==> src/rtl/cyc_counter_monitor.sv <==
// Observation-only checker for the selector-driven cyclic counter: replays the
// legal update rule on the sampled c/n values, flags divergences and counts wraps.
module cyc_counter_monitor #(
   parameter int W        = 11,
   parameter int N_RESET  = 200,
   parameter int WRAP_VAL = 1,
   parameter int WCNT_W   = 16
) (
   input  logic              clk,
   input  logic              rst,
   input  logic              selector,
   input  logic [W-1:0]      c_obs,
   input  logic [W-1:0]      n_obs,
   input  logic              clear_err,
   output logic [1:0]        state,
   output logic [3:0]        err_flags,
   output logic              err_pulse,
   output logic [WCNT_W-1:0] wrap_count,
   output logic              in_sync
);

   typedef enum logic [1:0] {IDLE = 2'd0, ARM = 2'd1, TRACK = 2'd2, FAULT = 2'd3} state_t;

   localparam logic [W-1:0] WRAP_C  = W'(WRAP_VAL);
   localparam logic [W-1:0] NRST_C  = W'(N_RESET);
   localparam logic [W-1:0] ONE_C   = W'(1);

   state_t          st, st_nxt;
   logic [W-1:0]    prev_c, prev_n;
   logic            prev_sel;
   logic            first_arm;
   logic [W-1:0]    exp_c;
   logic            bound_err, step_err, nchg_err, init_err;
   logic [3:0]      new_err;
   logic            wrap_hit;

   assign state = st;

   // Expected c for this edge, derived purely from the previous sample.
   always_comb begin
      exp_c = prev_c;
      if (prev_sel) begin
         if (prev_c == prev_n) exp_c = WRAP_C;
         else                  exp_c = prev_c + ONE_C;
      end
   end

   assign bound_err = (c_obs > n_obs);
   assign step_err  = (c_obs != exp_c);
   assign nchg_err  = (n_obs != prev_n);
   assign init_err  = (c_obs != '0) || (n_obs != NRST_C);

   always_comb begin
      st_nxt   = st;
      new_err  = 4'b0000;
      wrap_hit = 1'b0;
      case (st)
         IDLE: st_nxt = ARM;
         ARM: begin
            // Only the ARM right after reset sees the counter's reset values;
            // a resync ARM just adopts the current sample as baseline.
            new_err = {first_arm && init_err, 2'b00, bound_err};
            st_nxt  = (|new_err) ? FAULT : TRACK;
         end
         TRACK: begin
            new_err = {1'b0, nchg_err, step_err, bound_err};
            if (|new_err) st_nxt = FAULT;
            else wrap_hit = prev_sel && (prev_c == prev_n) && (c_obs == WRAP_C);
         end
         FAULT: begin
            new_err = {1'b0, nchg_err, step_err, bound_err};
            if (clear_err && !(|new_err)) st_nxt = ARM;
         end
         default: st_nxt = IDLE;
      endcase
   end

   always_ff @(posedge clk or posedge rst) begin
      if (rst) begin
         st         <= IDLE;
         prev_c     <= '0;
         prev_n     <= '0;
         prev_sel   <= 1'b0;
         first_arm  <= 1'b1;
         err_flags  <= 4'b0000;
         err_pulse  <= 1'b0;
         wrap_count <= '0;
         in_sync    <= 1'b0;
      end else begin
         st        <= st_nxt;
         prev_c    <= c_obs;
         prev_n    <= n_obs;
         prev_sel  <= selector;
         if (st == ARM) first_arm <= 1'b0;
         err_flags <= (clear_err ? 4'b0000 : err_flags) | new_err;
         err_pulse <= |new_err;
         in_sync   <= (st_nxt == TRACK);
         if (wrap_hit && (wrap_count != {WCNT_W{1'b1}}))
            wrap_count <= wrap_count + 1'b1;
      end
   end

endmodule
==> config.mk <==
export PLATFORM = sky130hd
export DESIGN_NAME = cyc_counter_monitor
export DESIGN_NICKNAME = d
export VERILOG_FILES = /design/src/rtl/cyc_counter_monitor.sv
export SDC_FILE = /design/constraint.sdc
export NUM_CORES = 1
export LEC_CHECK = 0
export CORE_MARGIN = 8
export CORE_UTILIZATION = 47
export CTS_CLUSTER_SIZE = 20
export DETAILED_ROUTE_END_ITERATION = 16
export GPL_TIMING_DRIVEN = 1
export MAX_ROUTING_LAYER = met4
export PLACE_DENSITY_LB_ADDON = 0.08
export SYNTH_ARGS = -nofsm -noshare
export SYNTH_HDL_FRONTEND = slang
export SYNTH_SLANG_ARGS = --single-unit
==> constraint.sdc <==
create_clock -name clk -period 6.7 [get_ports clk]
set_input_delay 1.34 -clock clk [delete_from_list [all_inputs] [get_ports clk]]
set_output_delay 1.34 -clock clk [all_outputs]
set_load 0.05 [all_outputs]
# Word level (Yosys, flattened, before mapping)
# Cells that the tools add are included.
[classes]
eq_ne = 10
n_addsub = 2
order_cmp = 1
multipliers = 0
div = 0
mux = 10
n_shift = 0
bitwise_logic = 1
n_reduce_logical = 13
[ops]
columns = ["op", "count"]
rows = [
  ["$mux W11", 2],
  ["$ne A11 B11 Y1", 2],
  ["$add A16 B1 Y16 const B", 1],
  ["$ne A16 B16 Y1 const B", 1],
  ["$add A11 B1 Y11 const B", 1],
  ["$eq A11 B1 Y1 const B", 1],
  ["$eq A11 B11 Y1", 1],
  ["$gt A11 B11 Y1", 1],
  ["$ne A11 B8 Y1 const B", 1],
  ["$reduce_bool A11 Y1", 1],
  ["$pmux W2 S4", 1],
  ["$pmux W4 S2", 1],
  ["$eq A2 B2 Y1 const B", 3],
  ["$logic_and A1 B1 Y1", 5],
  ["$mux W2", 2],
  ["$mux W4", 1],
  ["$or A4 B4 Y4", 1],
  ["$reduce_or A2 Y1", 2],
  ["$reduce_or A4 Y1", 1],
  ["$mux W1", 3],
  ["$reduce_or A3 Y1", 1],
  ["$eq A2 B1 Y1 const B", 1],
  ["$logic_not A2 Y1", 1],
  ["$logic_not A1 Y1", 1],
  ["$logic_or A1 B1 Y1", 1],
]
[word_totals]
reg_bits = 48
mem_count = 0
output_inout_bits = 24
wordCells = 46
rom_bits = 0
input_bits = 26
latch_bits = 0
mem_bits_rw = 0

# Depth between registers and ports, before layout
[logic_depth]
ltp_word = 10
depth_mapped = 12
ltp_nobuf = 10

# Worst setup path after synthesis
# Ideal clock, no wire load.
[synth_path]
path_type = "input-to-reg"
start = "input port n_obs[6]"
end = "register wrap_count[6]"
slack_ns = 3.416
t_arrival_ns = 3.143
t_required_ns = 6.558
setup_ns = 0.142
path_stages = 10
path_buffers = 2
path_cell_list = "inv_1 -> ha_1 -> a2111oi_0 -> a211oi_1 -> o221ai_1 -> and3_1 -> buf_4 -> buf_6 -> nand4_1 -> xnor2_1"
[synth_via]
elab_chain_cells = 5
word_cells_on_any_way = 6
classes_between = "1 x order compare; 1 x eq/ne; 2 x mux; 2 x reduce/logical"
[synth_lines]
columns = ["element", "line", "source"]
rows = [
  ["start, declared", "13", "input logic [W-1:0] n_obs,"],
  ["$gt A11 B11 Y1 / $ne A11 B11 Y1 (equally long branches)", "48, 50", ""],
  ["$reduce_or A3 Y1 *", "67", "if (|new_err) st_nxt = FAULT;"],
  ["$mux W1 *", "67", ""],
  ["$mux W1 *", "57", "case (st)"],
  ["$logic_and A1 B1 Y1 *", "98", "if (wrap_hit && (wrap_count != {WCNT_W{1'b1}}))"],
  ["end signal, assigned", "99", "wrap_count <= wrap_count + 1'b1;"],
  ["end, declared", "18", "output logic [WCNT_W-1:0] wrap_count,"],
]
# Every way passes the cells marked *; elsewhere a longest branch is shown, timed or not.
# A chain may end at the register's enable or synchronous reset.

# Final worst setup path
[layout_path]
start = "input port n_obs[6]"
end = "register wrap_count[1]"
# Same word-level chain as after synthesis.

==> results.cfg <==
[routing]
route.detailed.drc = 0
via_count = 2213
wl_mm = 7.01
drtAntennaViolNets = 0
vias_per_cell = 5.62
drt-wirelength-per-cell_um = 17.8
dr.pass1.iters = 4
drt_iter0_markers = 100

[yosys]
synth_top_area_share_pct = 41.4
ys.flop_type = dfrtp_1
synth_area_sq_mm = 0.00284
ys_warn_count = 0
syn_inst = 269
synth_area_leaders = dfrtp_1, xnor2_1, ha_1
synth-xor-area-share_pct = 17.8
synthMuxAreaShare_pct = 0.748
yosys-top-cells-count = xnor2_1, dfrtp_1, nand4_1, inv_1, ha_1
yosysSeqAreaShare_pct = 42.3
synth-compound-area-share_pct = 9.73
synth_edf_count = 0
synth_fa_ha_area_share_pct = 5.72
synth_most_common_cell = xnor2_1
async_flop_share_pct = 100
synth_cell_type_count = 52
yosysTopAreaCell = dfrtp_1
synth_nets = 308
synthSimpleGateAreaFrac_pct = 18.9
synth_top_family_by_area = simple AND/OR/NAND/NOR gates
synth-seq-cells = 48
synth.avg_cell_area_sq_um = 10.6

[setup_path]
crit_chain = clkdlybuf4s50_1 > inv_1 > ha_1 > a2111oi_0 > a211oi_1 > o221ai_1 > and3_1 > mux2_2
critical-path-max-stage-delay_ns = 0.62
r2r_cells = 7
r2r_start = prev_c[9]
path_class = in -> reg
reg2reg_slack_ns = 3.72
critPathArrivalTime_ns = 4.35
cp_max_fo = 16
endpoint_kind = flip-flop
required_ns = 6.90
reg2reg_to = wrap_count[1]
cp-startpoint = n_obs[6]
startpoint_type = input port
crit_slowest_cell = and3_1

[floorplanning]
die_h_um = 93.8
core_area_sq_mm = 0.00589
chipWidth_um = 93.8
row_count = 28
dieArea_sq_mm = 0.00879
start_util_pct = 48.3
num_io_pins = 50

[timing]
final_hold_viol_count = 0
max_freq_mhz = 241
tns_ns = 0
tightest_slew_ns = 0.990
grt_setup_unrepaired = no
maxSlewHeadroom_pct = 33.9
finalClockSkew_ns = 0.00931
fin_crit_ns = 4.15
fin_crit_sh_pct = 62.0
setup_viol = 0
slew_viol_final = 0

[clocking]
cts_buffers = 5
clk_latency_ns = 0.31
post-cts-setup-buffers = 0
cts.htree.levels = 2
cts_tree = done
clkSlewWorstSetupHoldPaths_ns = 0.10
clock-sinks = 48
clockRootBuffer = clkbuf_8
clk_path_buf_depth = 2
cts_resized = 0
cts_hold_buf = 0

[power_and_ir_drop]
power.density_mw_per_mm2 = 191
ir_drop_mv = 0.126
total_power_mw = 0.669
leakage_nw = 1.41

[cells_and_area]
syn_to_final_growth_pct = 23.2
nNetsFinal = 357
post-route-util_pct = 59.5
finalNonFillerCells = 394
stdcell_area_sq_mm = 0.00350
drive_gt1_share_pct = 7.21
antenna-diode-count = 0

[status]
outcome = finished clean

[grt]
grt_max_degree = 49
grt-ovfl-total = 0
grt_first_pass_wirelength_mm = 11.6
grt_pass1_vias = 2290
grtUsageTotal_pct = 17.4
antenna_found_initial = 0

[placed_design]
dpl.hpwl_mm = 5.32
place_inst = 386
gpl.final_weighted_congestion = 0.826
post_dp_cell_area_sq_mm = 0.00336
portBuffers = 49

[min_path]
hold_path_end = first_arm
min_from = first_arm
whs_path_depth = 1
min_path_type = reg -> reg

[flow_run]
drv_cap = 0
[metal layers]
| metal | part of all wire [%] | GRT usage (%) | vias up |
|---|---|---|---|
| met2 | 48 | 28.1 | 60 |
| met1 | 45 | 20.2 | 1073 |
| met4 | 2.6 | 6.47 | 0 |
| met5 | 0 | - | - |
| li1 | - | - | 1070 |
| met3 | 5.2 | 4.56 | 10 |
[flip-flops by register name (all words and copies together), names as in the netlist]
| name | count |
|---|---|
| state | 2 |
| err_flags | 4 |
| prev_n | 11 |
| in_sync | 1 |
| prev_c | 11 |
| wrap_count | 16 |
| err_pulse | 1 |
| first_arm | 1 |
| prev_sel | 1 |
[worst max path at each step]
stage,endpoint,slack (ns),depth (start not counted)
after global routing,wrap_count[11],2.41,9
after global placement,wrap_count[1],2.42,8
after CTS,wrap_count[1],2.60,8
final,wrap_count[1],2.55,8
after floorplan,wrap_count[6],3.42,10
after detailed placement,wrap_count[1],2.28,8
[power by group]
group          internal (mW)  total [mW]  leakage [nW]  switching [mW]
clock network          0.150       0.260        0.0687           0.110
registers              0.298       0.309         0.586          0.0117
logic                 0.0478      0.0998         0.756          0.0521
total                  0.496       0.669          1.41           0.174
[cell type report]
type | instances | area [sq um]
clock buffers | 5 | 68.8
well taps | 75 | 93.8
repair buffers | 49 | 490
multi-input cells | 195 | 1510
inverters | 19 | 71.3
clock inverters | 3 | 68.8
flip-flops and latches | 48 | 1200
fillers | 534 | 2380
[per-stage QoR]
step | worst slack, ns | hold slack [ns]
CTS | 2.60 | 0.500
finish | 2.55 | 0.497
global placement | 2.42 | 0.476
detailed placement | 2.28 | 0.479
global route | 2.41 | 0.520
floorplan | 3.42 | 0.471
[cells in the final DEF, fill, tap and decap left out, drive strengths merged, types with 2 or more instances in the layout]
cell type	Yosys	layout
xnor2	50	50
clkdlybuf4s50	0	49
dfrtp	47	47
nand4	23	23
inv	19	20
ha	13	13
nand2	10	10
nand3	10	10
nor2	8	8
xor2	7	7
and3	6	6
nor4	6	6
nor3	6	6
clkbuf	1	5
a21oi	5	5
o21a	4	4
and4	4	4
o22ai	4	4
and2	3	3
nand3b	3	3
a21o	3	3
o21ai	3	3
or4	3	3
a211oi	2	2
a2111oi	2	2
o221ai	2	2
a31oi	2	2
bufinv	0	2
o32ai	2	2
[cell families (layout without fill, tap and decap cells)]
family | after synthesis | count (layout)
AOI/OAI and AO/OA | 35 | 35
and+or+nand+nor | 88 | 88
muxes | 2 | 2
buffers and inverters | 26 | 76
DFF | 48 | 48
adders and majority gates | 13 | 13
xor gates and xnor gates | 57 | 57
[worst max-delay path: cells and delay by family]
kind	cells	cell delay, ns
compound gates	3	1.06
fa+ha+maj	1	0.33
buf+inv	2	0.61
mux	1	0.39
simple gates	1	0.62
Power figures use the tool's default switching activity.
